`config.mk`:
```
export PLATFORM = sky130hd
export DESIGN_NAME = writeback_stage_flat
export DESIGN_NICKNAME = d
export VERILOG_FILES = /design/src/rtl/writeback_stage_if.sv /design/src/rtl/writeback_stage.sv /design/src/flat_wrapper.sv
export SDC_FILE = /design/constraint.sdc
export NUM_CORES = 1
export LEC_CHECK = 0
export BUFFER_PORTS_ARGS = -buffer_cell sky130_fd_sc_hd__buf_2
export CORE_ASPECT_RATIO = 1.1
export CORE_MARGIN = 5
export CORE_UTILIZATION = 47
export CTS_CLUSTER_DIAMETER = 120
export DETAILED_ROUTE_END_ITERATION = 8
export PLACE_DENSITY = 0.87
export SLEW_MARGIN = 20
export SYNTH_ARGS = -nofsm -noshare
export SYNTH_HDL_FRONTEND = slang
export SYNTH_SLANG_ARGS = --single-unit
```
`constraint.sdc`:
```
create_clock -name clk -period 3.7 [get_ports clk]
set_input_delay 0.74 -clock clk [delete_from_list [all_inputs] [get_ports clk]]
set_output_delay 0.74 -clock clk [all_outputs]
set_load 0.02 [all_outputs]
```
`src/rtl/writeback_stage_if.sv`:
```
//------------------------------------------------------------------------------
// Interface : writeback_stage_if
// Purpose   : Bundles the memory-stage input bus and the register-file write
//             port of the writeback stage.
// Modports  : slave  - seen by writeback_stage (consumes W-side, drives O-side)
//             master - seen by the surrounding pipeline / testbench
// Signals   : ValidW/ReadyW handshake, RegWriteW, RdW, ResultSrcW, Funct3W,
//             ALU_ResultW, ReadDataW, PCPlus4W, ImmExtW (memory stage side);
//             RegWriteO, RdO, ResultO, WbValidO, RfReadyI, InstretO
//             (register-file side).
// Revision  : 1.0 - initial release
//------------------------------------------------------------------------------
`default_nettype none

interface writeback_stage_if #(
  parameter int XLEN = 32,
  parameter int CNTW = 64
);
  logic            ValidW;
  logic            ReadyW;
  logic            RegWriteW;
  logic [4:0]      RdW;
  logic [1:0]      ResultSrcW;
  logic [2:0]      Funct3W;
  logic [XLEN-1:0] ALU_ResultW;
  logic [XLEN-1:0] ReadDataW;
  logic [XLEN-1:0] PCPlus4W;
  logic [XLEN-1:0] ImmExtW;
  logic            RegWriteO;
  logic [4:0]      RdO;
  logic [XLEN-1:0] ResultO;
  logic            WbValidO;
  logic            RfReadyI;
  logic [CNTW-1:0] InstretO;

  modport slave (
    input  ValidW, RegWriteW, RdW, ResultSrcW, Funct3W,
           ALU_ResultW, ReadDataW, PCPlus4W, ImmExtW, RfReadyI,
    output ReadyW, RegWriteO, RdO, ResultO, WbValidO, InstretO
  );

  modport master (
    output ValidW, RegWriteW, RdW, ResultSrcW, Funct3W,
           ALU_ResultW, ReadDataW, PCPlus4W, ImmExtW, RfReadyI,
    input  ReadyW, RegWriteO, RdO, ResultO, WbValidO, InstretO
  );
endinterface

`default_nettype wire

```
`src/rtl/writeback_stage.sv`:
```
//------------------------------------------------------------------------------
// Module    : writeback_stage
// Purpose   : Selects the writeback result (ALU / extended load / PC+4 /
//             immediate), buffers {wr, rd, result} in a DEPTH-entry FIFO and
//             drains it to the register-file write port under valid/ready.
// Ports     : clk  - clock, rising edge
//             rst  - asynchronous reset, active-low
//             wb   - writeback_stage_if.slave (memory-stage bus + RF port)
// Options   : WB_INSTRET_EN - when defined, InstretO counts every pop;
//             otherwise InstretO is tied to zero.
// Revision  : 1.0 - initial release
//------------------------------------------------------------------------------
`default_nettype none

module writeback_stage #(
  parameter int XLEN  = 32,  // must be 32: load lanes are RV32 byte/half lanes
  parameter int DEPTH = 2,   // power of two, >= 2
  parameter int CNTW  = 64
) (
  input  wire logic         clk,
  input  wire logic         rst,
  writeback_stage_if.slave  wb
);

  localparam int            AW      = $clog2(DEPTH);
  localparam logic [AW:0]   C_DEPTH = (AW+1)'(DEPTH);

  logic [AW:0]     r_count;
  logic [AW-1:0]   r_wr_ptr;
  logic [AW-1:0]   r_rd_ptr;
  logic            r_wr_mem  [DEPTH];
  logic [4:0]      r_rd_mem  [DEPTH];
  logic [XLEN-1:0] r_res_mem [DEPTH];

  logic            w_ready;
  logic            w_valid;
  logic            w_push;
  logic            w_pop;
  logic            w_wr;
  logic [1:0]      w_off;
  logic [7:0]      w_byte;
  logic [15:0]     w_half;
  logic [XLEN-1:0] w_load;
  logic [XLEN-1:0] w_result;

  assign w_ready = (r_count < C_DEPTH);
  assign w_valid = (r_count != '0);
  assign w_push  = wb.ValidW & w_ready;
  assign w_pop   = w_valid & wb.RfReadyI;
  // x0 is never written, but the entry still retires through the buffer.
  assign w_wr    = wb.RegWriteW & (wb.RdW != 5'd0);

  // Load lane extraction; halfword selection ignores the low offset bit.
  always_comb begin
    w_off  = wb.ALU_ResultW[1:0];
    w_byte = wb.ReadDataW[7:0];
    case (w_off)
      2'd0:    w_byte = wb.ReadDataW[7:0];
      2'd1:    w_byte = wb.ReadDataW[15:8];
      2'd2:    w_byte = wb.ReadDataW[23:16];
      default: w_byte = wb.ReadDataW[31:24];
    endcase
    w_half = w_off[1] ? wb.ReadDataW[31:16] : wb.ReadDataW[15:0];
    case (wb.Funct3W)
      3'b000:  w_load = {{(XLEN-8){w_byte[7]}}, w_byte};
      3'b001:  w_load = {{(XLEN-16){w_half[15]}}, w_half};
      3'b100:  w_load = {{(XLEN-8){1'b0}}, w_byte};
      3'b101:  w_load = {{(XLEN-16){1'b0}}, w_half};
      default: w_load = wb.ReadDataW;
    endcase
  end

  always_comb begin
    w_result = wb.ALU_ResultW;
    case (wb.ResultSrcW)
      2'b00:   w_result = wb.ALU_ResultW;
      2'b01:   w_result = w_load;
      2'b10:   w_result = wb.PCPlus4W;
      default: w_result = wb.ImmExtW;
    endcase
  end

  // Pointer/occupancy state; pointers wrap naturally since DEPTH is 2^AW.
  always_ff @(posedge clk or negedge rst) begin
    if (!rst) begin
      r_count  <= '0;
      r_wr_ptr <= '0;
      r_rd_ptr <= '0;
    end else begin
      if (w_push) r_wr_ptr <= r_wr_ptr + 1'b1;
      if (w_pop)  r_rd_ptr <= r_rd_ptr + 1'b1;
      case ({w_push, w_pop})
        2'b10:   r_count <= r_count + 1'b1;
        2'b01:   r_count <= r_count - 1'b1;
        default: r_count <= r_count;
      endcase
    end
  end

  // Storage needs no reset: contents are only observed while counted valid.
  always_ff @(posedge clk) begin
    if (w_push) begin
      r_wr_mem[r_wr_ptr]  <= w_wr;
      r_rd_mem[r_wr_ptr]  <= wb.RdW;
      r_res_mem[r_wr_ptr] <= w_result;
    end
  end

  assign wb.ReadyW    = w_ready;
  assign wb.WbValidO  = w_valid;
  assign wb.RegWriteO = w_valid & r_wr_mem[r_rd_ptr];
  assign wb.RdO       = w_valid ? r_rd_mem[r_rd_ptr]  : 5'd0;
  assign wb.ResultO   = w_valid ? r_res_mem[r_rd_ptr] : '0;

`ifdef WB_INSTRET_EN
  logic [CNTW-1:0] r_instret;

  always_ff @(posedge clk or negedge rst) begin
    if (!rst) begin
      r_instret <= '0;
    end else if (w_pop) begin
      r_instret <= r_instret + CNTW'(1);
    end
  end

  assign wb.InstretO = r_instret;
`else
  assign wb.InstretO = '0;
`endif

endmodule

`default_nettype wire
```
`src/flat_wrapper.sv`:
```
// flat-port wrapper written by rule: the top's interface ports become plain ports
module writeback_stage_flat 
#(
  parameter int XLEN  = 32,                                                    
  parameter int DEPTH = 2,                        
  parameter int CNTW  = 64
)
  (clk, rst, wb_ValidW, wb_RegWriteW, wb_RdW, wb_ResultSrcW, wb_Funct3W, wb_ALU_ResultW, wb_ReadDataW, wb_PCPlus4W, wb_ImmExtW, wb_RfReadyI, wb_ReadyW, wb_RegWriteO, wb_RdO, wb_ResultO, wb_WbValidO, wb_InstretO);
  writeback_stage_if #(.XLEN(XLEN), .CNTW(CNTW)) wb_i ();
  input  wire logic clk;
  input  wire logic rst;
  input wire logic [$bits(wb_i.ValidW)-1:0] wb_ValidW;
  input wire logic [$bits(wb_i.RegWriteW)-1:0] wb_RegWriteW;
  input wire logic [$bits(wb_i.RdW)-1:0] wb_RdW;
  input wire logic [$bits(wb_i.ResultSrcW)-1:0] wb_ResultSrcW;
  input wire logic [$bits(wb_i.Funct3W)-1:0] wb_Funct3W;
  input wire logic [$bits(wb_i.ALU_ResultW)-1:0] wb_ALU_ResultW;
  input wire logic [$bits(wb_i.ReadDataW)-1:0] wb_ReadDataW;
  input wire logic [$bits(wb_i.PCPlus4W)-1:0] wb_PCPlus4W;
  input wire logic [$bits(wb_i.ImmExtW)-1:0] wb_ImmExtW;
  input wire logic [$bits(wb_i.RfReadyI)-1:0] wb_RfReadyI;
  output wire logic [$bits(wb_i.ReadyW)-1:0] wb_ReadyW;
  output wire logic [$bits(wb_i.RegWriteO)-1:0] wb_RegWriteO;
  output wire logic [$bits(wb_i.RdO)-1:0] wb_RdO;
  output wire logic [$bits(wb_i.ResultO)-1:0] wb_ResultO;
  output wire logic [$bits(wb_i.WbValidO)-1:0] wb_WbValidO;
  output wire logic [$bits(wb_i.InstretO)-1:0] wb_InstretO;
  assign wb_i.ValidW = wb_ValidW;
  assign wb_i.RegWriteW = wb_RegWriteW;
  assign wb_i.RdW = wb_RdW;
  assign wb_i.ResultSrcW = wb_ResultSrcW;
  assign wb_i.Funct3W = wb_Funct3W;
  assign wb_i.ALU_ResultW = wb_ALU_ResultW;
  assign wb_i.ReadDataW = wb_ReadDataW;
  assign wb_i.PCPlus4W = wb_PCPlus4W;
  assign wb_i.ImmExtW = wb_ImmExtW;
  assign wb_i.RfReadyI = wb_RfReadyI;
  assign wb_ReadyW = wb_i.ReadyW;
  assign wb_RegWriteO = wb_i.RegWriteO;
  assign wb_RdO = wb_i.RdO;
  assign wb_ResultO = wb_i.ResultO;
  assign wb_WbValidO = wb_i.WbValidO;
  assign wb_InstretO = wb_i.InstretO;
  writeback_stage #(.XLEN(XLEN), .DEPTH(DEPTH), .CNTW(CNTW)) u_core (.clk(clk), .rst(rst), .wb(wb_i));
endmodule
```
==> impl_results.md <==
- Hold Fails Final Rpt: 0
- Register-to-Register Path Depth: 7
- Clk root buf: clkbuf_16
- Max-Slew Margin vs Limit: 25.8%
- Power Total: 3.72 mW
- Number of synthesized flops with an enable pin: 76
- Met3 Wirelength: 1.36 mm
- Antenna-violating nets left: 0
- Seq pwr share: 35.9%
- Share of post-route cells with drive strength above 1: 33.7%
- I/O pins: 247
- Prevailing post-synth register cell: edfxtp_1
- Worst-path maximum fanout: 24
- Layout Area Growth over Synthesis: 21.4%
- Flops & latches, synth: 80
- Internal: 2.26 mW
- First-pass GRT wire length: 22.4 mm
- Average wire per standard cell: 18.6 um
- Largest net degree at the start of global routing: 43
- Status: finished clean
- Worst hold-check path type: in2async
- Max Freq: 0.347 GHz
- Crit. End Element: primary output
- H-tree depth: 3
- Switching power: 1.46 mW
- Post-CTS setup buffers: 0
- WL met2: 7.41 mm
- Dominant cell type by area after synthesis: edfxtp_1
- Pin slew with the least headroom to its limit: 1.11 ns
- Die X: 108 um
- Critical Path Max Stage Delay: 0.83 ns
- Most common cell in the synthesized netlist: edfxtp_1
- PD cells: 614 nW/um2
- CTS Buffer Depth: 2
- Total negative slack: 0 ns
- Placement row count: 39
- GRT overflow: 0
- Lkg Pwr: 2.70 nW
- TritonRoute pass-1 iters: 4
- Critical path arrival: 2.14 ns
- Share of the synthesized area in the top cell type: 45.7%
- Clk_lat worst skew: 0.33 ns
- CTS buffer count: 9
- Worst path cell trace: buf_4 > mux2i_1 > nor2_1 > buf_2
- Comb pwr share: 40.6%
- Core Area: 10,400 um2
- Final setup viols: 0
- Vias: 4,285
- Vias per cell: 5.36
- Clk slew on worst S/H paths: 0.06 ns
- Vias in the first global route: 4,277
- Worst path required time: 2.96 ns
- TritonCTS clock tree: yes
- Syn_area_per_cell: 10.3 um2
- RSZ-0062 raised after global routing: false
- Switching Share: 39.2%
- Largest cells by area after synthesis: edfxtp_1, mux2i_1, buf_4
- Final hold slack: 0.200 ns
- Period utilization: 77.8%
- Fin nets: 794
- Setup CP Type: reg2out
- Filler Cell Count: 910
- Critical Path Start Type: register
- Met1 wire length: 5.59 mm
- Cell Area, Synth: 5000 um2
- Slew Viols, Final: 0
- Clock skew: 0.00491 ns
- DR iter-0 viols: 386
- GPL Wtd Cong: 0.920
- Clock power frac: 23.5%
- Overall Global Routing Usage: 22.9%
- Max Used Layer: met5
- Die footprint: 12,800 um2
- DIE HEIGHT: 118 um
- Synth Instances: 484
- Routed wire length: 14.9 mm
- Initial antenna violation count: 2
- Sequential share of the synthesized area: 47.7%
- Fin crit period: 2.88 ns
- Starting density of the core: 48.1%
- Yosys cell types: 39
- Drc violations: 0
- HPWL reported at the end of detailed placement: 11.3 mm
- PortBufs: 182
- Post-CTS sizing: 0
- Synth cell count leaders: edfxtp_1, nor2_1, buf_4
- Crit-path slowest cell: dfrtp_2
- Hold_buf cts: 0
- Synth warnings: 0
- Max VDD drop: 275 uV
- MaxCap Viol Count: 0
- Clk sinks: 80
- Async S/R FF share, synth: 5.00%
==> sequential cells by signal, summed over array words and instances (netlist names) <==
| signal | cells |
|---|---|
| u_core.r_wr_mem | 2 |
| u_core.r_rd_mem | 10 |
| u_core.r_count | 2 |
| u_core.r_rd_ptr | 1 |
| u_core.r_res_mem | 64 |
| u_core.r_wr_ptr | 1 |
==> cell families after synthesis <==
family | after synthesis | share of synthesized area [%]
AO/OA/AOI/OAI | 120 | 14.9
XOR/XNOR | 5 | 0.876
adder cells (fa/ha/maj) | 1 | 0.250
buffers and inverters | 101 | 12.6
flip-flops | 80 | 47.7
multiplexers | 67 | 14.2
other | 1 | 0.0751
AND/OR/NAND/NOR | 109 | 9.37
==> metrics by stage <==
stage	worst slack [ns]	area [um2]	util [%]	instances
2_1_floorplan	0.814	5230	-	547
4_1_cts	0.782	6060	58.3	798
3_5_place_dp	0.623	5770	55.5	782
5_1_grt	0.682	6070	58.4	799
6_report	0.820	6070	58.4	799
3_3_place_gp	0.709	5770	55.5	782
==> critical path: cells and delay by family, from the launching register on <==
family | cells | cell delay [ns]
buffers and inverters | 2 | 0.62
DFF | 1 | 0.83
and+or+nand+nor | 1 | 0.06
muxes | 1 | 0.27
==> power by group through the flow <==
stage               clock network, mW  registers [mW]  logic [mW]
global placement                    0            1.35        1.50
detailed placement                  0            1.36        1.53
finish                          0.876            1.34        1.51
global route                    0.927            1.35        1.63
CTS                             0.892            1.34        1.53
floorplan                           0            1.27        1.12
==> metal layers <==
metal  track usage (%)  vias up
li1                  -     1968
met1              27.6     2005
met2              38.7      263
met3              4.96       47
met4              10.8        2
met5                 0        -
==> cells in the final DEF, fill, tap and decap left out, types with 3 or more instances in the layout <==
cell and instances:
o2111ai_1 3, o21ai_0 17, or3_1 4, conb_1 64, buf_4 4, nor3b_1 5
buf_2 182, edfxtp_1 76, mux2i_1 54, clkbuf_16 9, a22oi_1 14, o21a_1 17
nor2_1 69, mux2_2 11, nand2_1 16, a21oi_1 40, dfrtp_1 3, xnor2_1 4
inv_1 7, o22ai_1 22
==> path summary, 6_finish.rpt <==
| check | from | slack [ns] | end |
|---|---|---|---|
| max reg2reg | u_core.r_count[0] | 1.53 | u_core.r_count[1] |
| min in group clk | u_core.r_count[0] | 0.58 | u_core.r_count[0] |
| max in group asynchronous | rst | 3.37 | u_core.r_rd_ptr |
| max | u_core.r_rd_ptr | 0.82 | wb_ResultO[0] |
| min | rst | 0.20 | u_core.r_rd_ptr |
| min reg2reg | u_core.r_count[0] | 0.58 | u_core.r_count[0] |
==> layout make-up <==
cell class / count / area, um2 / area share, %
sequential: 80 / 2380 / 39.3
timing repair buffer: 186 / 941 / 15.5
tap: 143 / 179 / 2.95
antenna: 1 / 2.50 / 0.0413
inverter: 7 / 26.3 / 0.433
multi-input combinational: 366 / 2240 / 36.9
clock buffer: 10 / 229 / 3.77
clock inverter: 6 / 68.8 / 1.13
Note: power is estimated with default switching activity, not from simulation.
